--- config.mk ---
export PLATFORM = sky130hd
export DESIGN_NAME = memory_access_stage
export DESIGN_NICKNAME = d
export VERILOG_FILES = /design/src/rtl/cpu_types_pkg.sv /design/src/rtl/sat_counter.sv /design/src/rtl/memory_access_stage.sv
export SDC_FILE = /design/constraint.sdc
export NUM_CORES = 1
export LEC_CHECK = 0
export CAP_MARGIN = 15
export CORE_AREA = 4 4 128 106
export CTS_BUF_LIST = sky130_fd_sc_hd__clkbuf_16
export CTS_CLUSTER_SIZE = 12
export DETAILED_ROUTE_END_ITERATION = 16
export DIE_AREA = 0 0 132 110
export HOLD_SLACK_MARGIN = 0.05
export PLACE_DENSITY_LB_ADDON = 0.25
export REMOVE_ABC_BUFFERS = 1
export SLEW_MARGIN = 10
export SYNTH_ARGS = -nofsm -noshare
export SYNTH_HDL_FRONTEND = slang
export SYNTH_SLANG_ARGS = --single-unit
--- constraint.sdc ---
create_clock -name CLK -period 1.8 [get_ports CLK]
set_input_delay 0.36 -clock CLK [delete_from_list [all_inputs] [get_ports CLK]]
set_output_delay 0.36 -clock CLK [all_outputs]
set_load 0.01 [all_outputs]
--- src/rtl/cpu_types_pkg.sv ---
`default_nettype none
// +----------------------------------------------------------------------+
// | cpu_types_pkg : shared CPU datapath types (word, pipe latch control)  |
// | Rev 1.0                                                               |
// +----------------------------------------------------------------------+
package cpu_types_pkg;

  typedef logic [31:0] word_t;

  typedef enum logic [1:0] {
    PIPE_ENABLE = 2'd0,
    PIPE_STALL  = 2'd1,
    PIPE_NOP    = 2'd2
  } pipe_state_t;

endpackage
`default_nettype wire

--- src/rtl/sat_counter.sv ---
`default_nettype none
// +----------------------------------------------------------------------+
// | sat_counter : up-counter that sticks at all-ones                      |
// | Rev 1.0                                                               |
// +----------------------------------------------------------------------+
module sat_counter #(
  parameter int WIDTH = 16
) (
  input  logic             CLK,
  input  logic             nRST,
  input  logic             en,
  output logic [WIDTH-1:0] count
);

  localparam logic [WIDTH-1:0] c_one = WIDTH'(1);
  localparam logic [WIDTH-1:0] c_max = '1;

  logic [WIDTH-1:0] r_count;

  always_ff @(posedge CLK or negedge nRST) begin
    if (!nRST) begin
      r_count <= '0;
    end else if (en && (r_count != c_max)) begin
      r_count <= r_count + c_one;
    end
  end

  assign count = r_count;

endmodule
`default_nettype wire

--- src/rtl/memory_access_stage.sv ---
`default_nettype none
// +----------------------------------------------------------------------+
// | memory_access_stage : MEM stage data-cache handshake, stall, fault    |
// | Rev 1.0                                                               |
// +----------------------------------------------------------------------+
module memory_access_stage
  import cpu_types_pkg::*;
(
  input  logic        CLK,
  input  logic        nRST,
  input  logic        m_valid,
  input  logic        m_MemRead,
  input  logic        m_MemWrite,
  input  logic        m_halt,
  input  word_t       m_addr,
  input  word_t       m_rdat2,
  input  logic        dhit,
  input  word_t       dmemload,
  output logic        dmemREN,
  output logic        dmemWEN,
  output word_t       dmemaddr,
  output word_t       dmemstore,
  output word_t       m_dmemload,
  output pipe_state_t mw_state,
  output logic        em_stall,
  output logic        m_fault,
  output logic [15:0] stall_cnt
);

  typedef enum logic [1:0] {
    IDLE   = 2'd0,
    WAIT   = 2'd1,
    HALTED = 2'd2
  } state_t;

  state_t r_state;
  state_t w_next_state;

  logic   r_ren;
  logic   r_wen;
  word_t  r_addr;
  word_t  r_data;
  logic   r_fault;

  logic   w_memop;
  logic   w_is_store;
  logic   w_misaligned;
  logic   w_fault_set;
  logic   w_capture;
  logic   w_cnt_en;

  assign w_memop      = m_valid & (m_MemRead | m_MemWrite);
  assign w_is_store   = m_MemWrite;
  assign w_misaligned = |m_addr[1:0];

  always_ff @(posedge CLK or negedge nRST) begin
    if (!nRST) begin
      r_state <= IDLE;
    end else begin
      r_state <= w_next_state;
    end
  end

  // Request is latched on entry to WAIT so it stays stable however upstream behaves.
  always_ff @(posedge CLK or negedge nRST) begin
    if (!nRST) begin
      r_ren  <= 1'b0;
      r_wen  <= 1'b0;
      r_addr <= '0;
      r_data <= '0;
    end else if (w_capture) begin
      r_ren  <= dmemREN;
      r_wen  <= dmemWEN;
      r_addr <= m_addr;
      r_data <= m_rdat2;
    end
  end

  always_ff @(posedge CLK or negedge nRST) begin
    if (!nRST) begin
      r_fault <= 1'b0;
    end else if (w_fault_set) begin
      r_fault <= 1'b1;
    end
  end

  always_comb begin
    w_next_state = r_state;
    dmemREN      = 1'b0;
    dmemWEN      = 1'b0;
    dmemaddr     = m_addr;
    dmemstore    = m_rdat2;
    m_dmemload   = '0;
    mw_state     = PIPE_ENABLE;
    em_stall     = 1'b0;
    w_fault_set  = 1'b0;
    w_capture    = 1'b0;

    case (r_state)
      IDLE: begin
        if (m_valid && m_halt) begin
          w_next_state = HALTED;
        end else if (w_memop && w_misaligned) begin
          mw_state    = PIPE_NOP;
          w_fault_set = 1'b1;
        end else if (w_memop) begin
          // A simultaneous read+write is treated as a store.
          dmemWEN = w_is_store;
          dmemREN = ~w_is_store;
          if (dhit) begin
            if (!w_is_store) begin
              m_dmemload = dmemload;
            end
          end else begin
            mw_state     = PIPE_STALL;
            em_stall     = 1'b1;
            w_capture    = 1'b1;
            w_next_state = WAIT;
          end
        end
      end

      WAIT: begin
        dmemREN   = r_ren;
        dmemWEN   = r_wen;
        dmemaddr  = r_addr;
        dmemstore = r_data;
        if (dhit) begin
          if (r_ren) begin
            m_dmemload = dmemload;
          end
          w_next_state = IDLE;
        end else begin
          mw_state = PIPE_STALL;
          em_stall = 1'b1;
        end
      end

      HALTED: begin
        mw_state = PIPE_STALL;
        em_stall = 1'b1;
      end

      default: begin
        w_next_state = IDLE;
      end
    endcase

    // Reset kills any outstanding request combinationally, not at the next edge.
    if (!nRST) begin
      dmemREN    = 1'b0;
      dmemWEN    = 1'b0;
      m_dmemload = '0;
    end
  end

  assign w_cnt_en = em_stall & (r_state != HALTED);

  sat_counter #(
    .WIDTH (16)
  ) u_stall_counter (
    .CLK   (CLK),
    .nRST  (nRST),
    .en    (w_cnt_en),
    .count (stall_cnt)
  );

  assign m_fault = r_fault;

endmodule
`default_nettype wire

==> results.toml <==
[logic_synthesis]
seq_area_frac_synth_pct = 47.85
synthFlopType = "dfrtp_1"
avgSynthCellArea_um2 = 9.223
yosysWarningCount = 0
synth_top_family_by_area = "simple AND/OR/NAND/NOR gates"
syn_inst = 482
synthArstFlopShare_pct = 100.0
syn_area_um2 = 4446
synth_fa_ha_area_share_pct = 0.2815
synthSimpleGateAreaFrac_pct = 28.26
yosys_register_bits = 85
synth_edf_count = 0
synth_cell_types = 32
synth_compound_area_share_pct = 1.323
synth_mux_area_share_pct = 16.97
synth_xor_area_share_pct = 2.167

[route]
ant_nets = 0
drcViolationCount = 0
routed_via_density = 4.968
drt_first_pass_iters = 4
vias = 4804
wl_met2_um = 9641
wl_um = 18890
highest_layer = "met4"
wl_met3_um = 796
wl_met1_um = 8160
first_iter_violations = 250
wl_per_cell_um = 19.53

[worst_setup_path]
required_ps = 1440
cp_max_fo = 4
crit_type = "reg2out"
critPathSlowestCell = "dfrtp_1"
rrSetupSlack_ps = -440
cp.arrival_ps = 1980
path_common_cell = "buf_6"
crit_path_end_kind = "output pin"
slowest_delay_ps = 400
crit_path_start_kind = "flip-flop"
crit_chain = "and2b_1 > nand4b_1 > a21oi_4 > buf_6 > buf_6 > buf_6 > and3_4 > buf_6"

[timing]
period_needed_ps = 2340
setup_tns_ps = -47790
fin_ws_ps = -539.9
finalHoldViolCount = 0
relSlewSlack_pct = 58.12
worst_slew_pin_slew_ps = 628.2
rsz0062_at_grt = "true"
fin_crit_sh_pct = 130.0
setup_viol = 181
finalMaxSlewViolations = 0
skew_ps = 4.488
max_freq_mhz = 427.4

[pwr]
finalPower_w = 0.004530
p_leak_nw = 4.606
power_density_nw_per_um2 = 515.5
vdd_drop_max_uv = 551.9

[die]
fp.dieW_um = 132
fp.coreArea_um2 = 12120
start_util_pct = 36.69
ioPinCount = 221
die_h_um = 110
die-area_um2 = 14520
row_count = 36

[clock_tree]
cts_buffer_depth = 2
clock-root-buffer = "clkbuf_16"
tritoncts = "yes"
cts_buffers = 9
clk_pin_slew_worst_paths_ps = 60
htreeDepth = 3
cts-hold-fix-buffers = 0
clock_sinks = 85
clock_latency_ps = 340

[global_routing]
grt_max_degree = 47
grt_overflow = 0
antenna_found_initial = 0
track_usage_pct = 25.04
grt_pass1_vias = 5101
grt_pass1_wl_um = 28070

[layout]
layout_common_cells = "nand2_1, clkdlybuf4s50_1, dfrtp_1, mux2_4, buf_4"
nFillCells = 874
diodes = 0
drive_gt1_share_pct = 41.35
final_util_pct = 72.52
final_common_cell = "nand2_1"
instances_no_fill = 967
fin_area_um2 = 8787
nets = 915
area_growth_pct = 97.66

[placement]
placed_area_um2 = 7186
place.gp.congestion = 0.7440
io_buffers = 220
placed_cells = 877
hpwlAfterDp_um = 10340

[run_status]
status = "complete, but fails checks"
violations = "negative setup slack"

[flow_run]
maxCapViolCount = 0

[worst_hold_path]
hold_class = "in2async"
## power by group
| part | total, W | internal (W) | leakage (nW) | switching (W) |
|---|---|---|---|---|
| Combinational | 0.000700 | 0.000429 | 3.30 | 0.000270 |
| Sequential | 0.00203 | 0.00198 | 1.16 | 0.0000447 |
| Clock | 0.00180 | 0.00105 | 0.144 | 0.000747 |
## cell type report
type                    count  area (um2)  share of cell area [%]
well taps                 152       190.2                   2.164
flip-flops and latches     85        2127                   24.21
clock inverters             6       56.30                  0.6408
multi-input cells         367        2644                   30.09
clock buffers               9       225.2                   2.563
repair buffers            346        3537                   40.25
inverters                   2       7.507                 0.08543
## final timing paths
path	startpoint	end	cells after the start
max reg2reg	r_state[1]$_DFFE_PN0P_	u_stall_counter.count[7]$_DFFE_PN0P_	11
max	r_state[0]$_DFFE_PN0P_	m_dmemload[6]	8
min	nRST	m_fault$_DFFE_PN0P_	2
min reg2reg	m_fault$_DFFE_PN0P_	m_fault$_DFFE_PN0P_	1
min in group CLK	m_fault$_DFFE_PN0P_	m_fault$_DFFE_PN0P_	1
max in group asynchronous	nRST	r_addr[4]$_DFFE_PN0P_	3
## kinds of logic after synthesis
kind of cell | count (synthesis)
muxes | 67
AOI/OAI and AO/OA | 8
buffers and inverters | 31
and+or+nand+nor | 279
xor gates and xnor gates | 11
adders and majority gates | 1
DFF | 85
## metrics by stage
| stage | hold WS (ps) | worst slack, ps |
|---|---|---|
| 2_1_floorplan | 64.41 | -2658 |
| 3_3_place_gp | 455.1 | -978.3 |
| 3_5_place_dp | 459.7 | -1059 |
| 4_1_cts | 132.8 | -645.7 |
| 5_1_grt | 162.6 | -595.9 |
| 6_report | 130.6 | -539.9 |
## critical path, delay by kind of cell (launching register included)
kind                   cells  cell delay, ps
and+or+nand+nor            3             530
AOI/OAI and AO/OA          1             280
buffers and inverters      4             410
DFF                        1             400
## cells in the mapped netlist, types with 2 or more instances
| master | n | area share (%) |
|---|---|---|
| a21oi_1 | 4 | 0.45 |
| xor2_1 | 8 | 1.6 |
| buf_1 | 3 | 0.25 |
| or3_1 | 2 | 0.28 |
| buf_4 | 2 | 0.34 |
| nor3_1 | 3 | 0.34 |
| xnor2_1 | 3 | 0.59 |
| and3_1 | 32 | 4.5 |
| inv_1 | 2 | 0.17 |
| buf_2 | 7 | 0.79 |
| clkbuf_1 | 16 | 1.4 |
| nand2_1 | 201 | 17 |
| nor3_2 | 6 | 1.4 |
| dfrtp_1 | 85 | 48 |
| nor2_1 | 8 | 0.68 |
| nor2b_1 | 4 | 0.56 |
| nand3_1 | 7 | 0.79 |
| mux2_2 | 67 | 17 |
| nand4_1 | 5 | 0.70 |
| or2_2 | 3 | 0.42 |
| nor4_1 | 3 | 0.42 |
## per-layer routing
layer,vias up,global-route usage (%)
met4,0,6.972
met1,2365,30.37
li1,2256,-
met2,156,45.79
met3,27,5.172
met5,-,0
## repair_timing
| action | CTS | global route |
|---|---|---|
| setup buffers | 43 | 16 |
| endpoints found under the hold margin | 0 | 0 |
| cloned | 22 | 7 |
| endpoints found under the setup margin | 181 | 183 |
| resized for setup | 444 | 94 |
| pin swaps | 31 | 13 |
## state kept, by name, indices dropped and copies added, names as in the netlist
signal	cells
u_stall_counter.count	16
r_addr	32
r_state	2
r_wen	1
r_ren	1
r_data	32
m_fault	1
(Power assumes the default switching activity.)
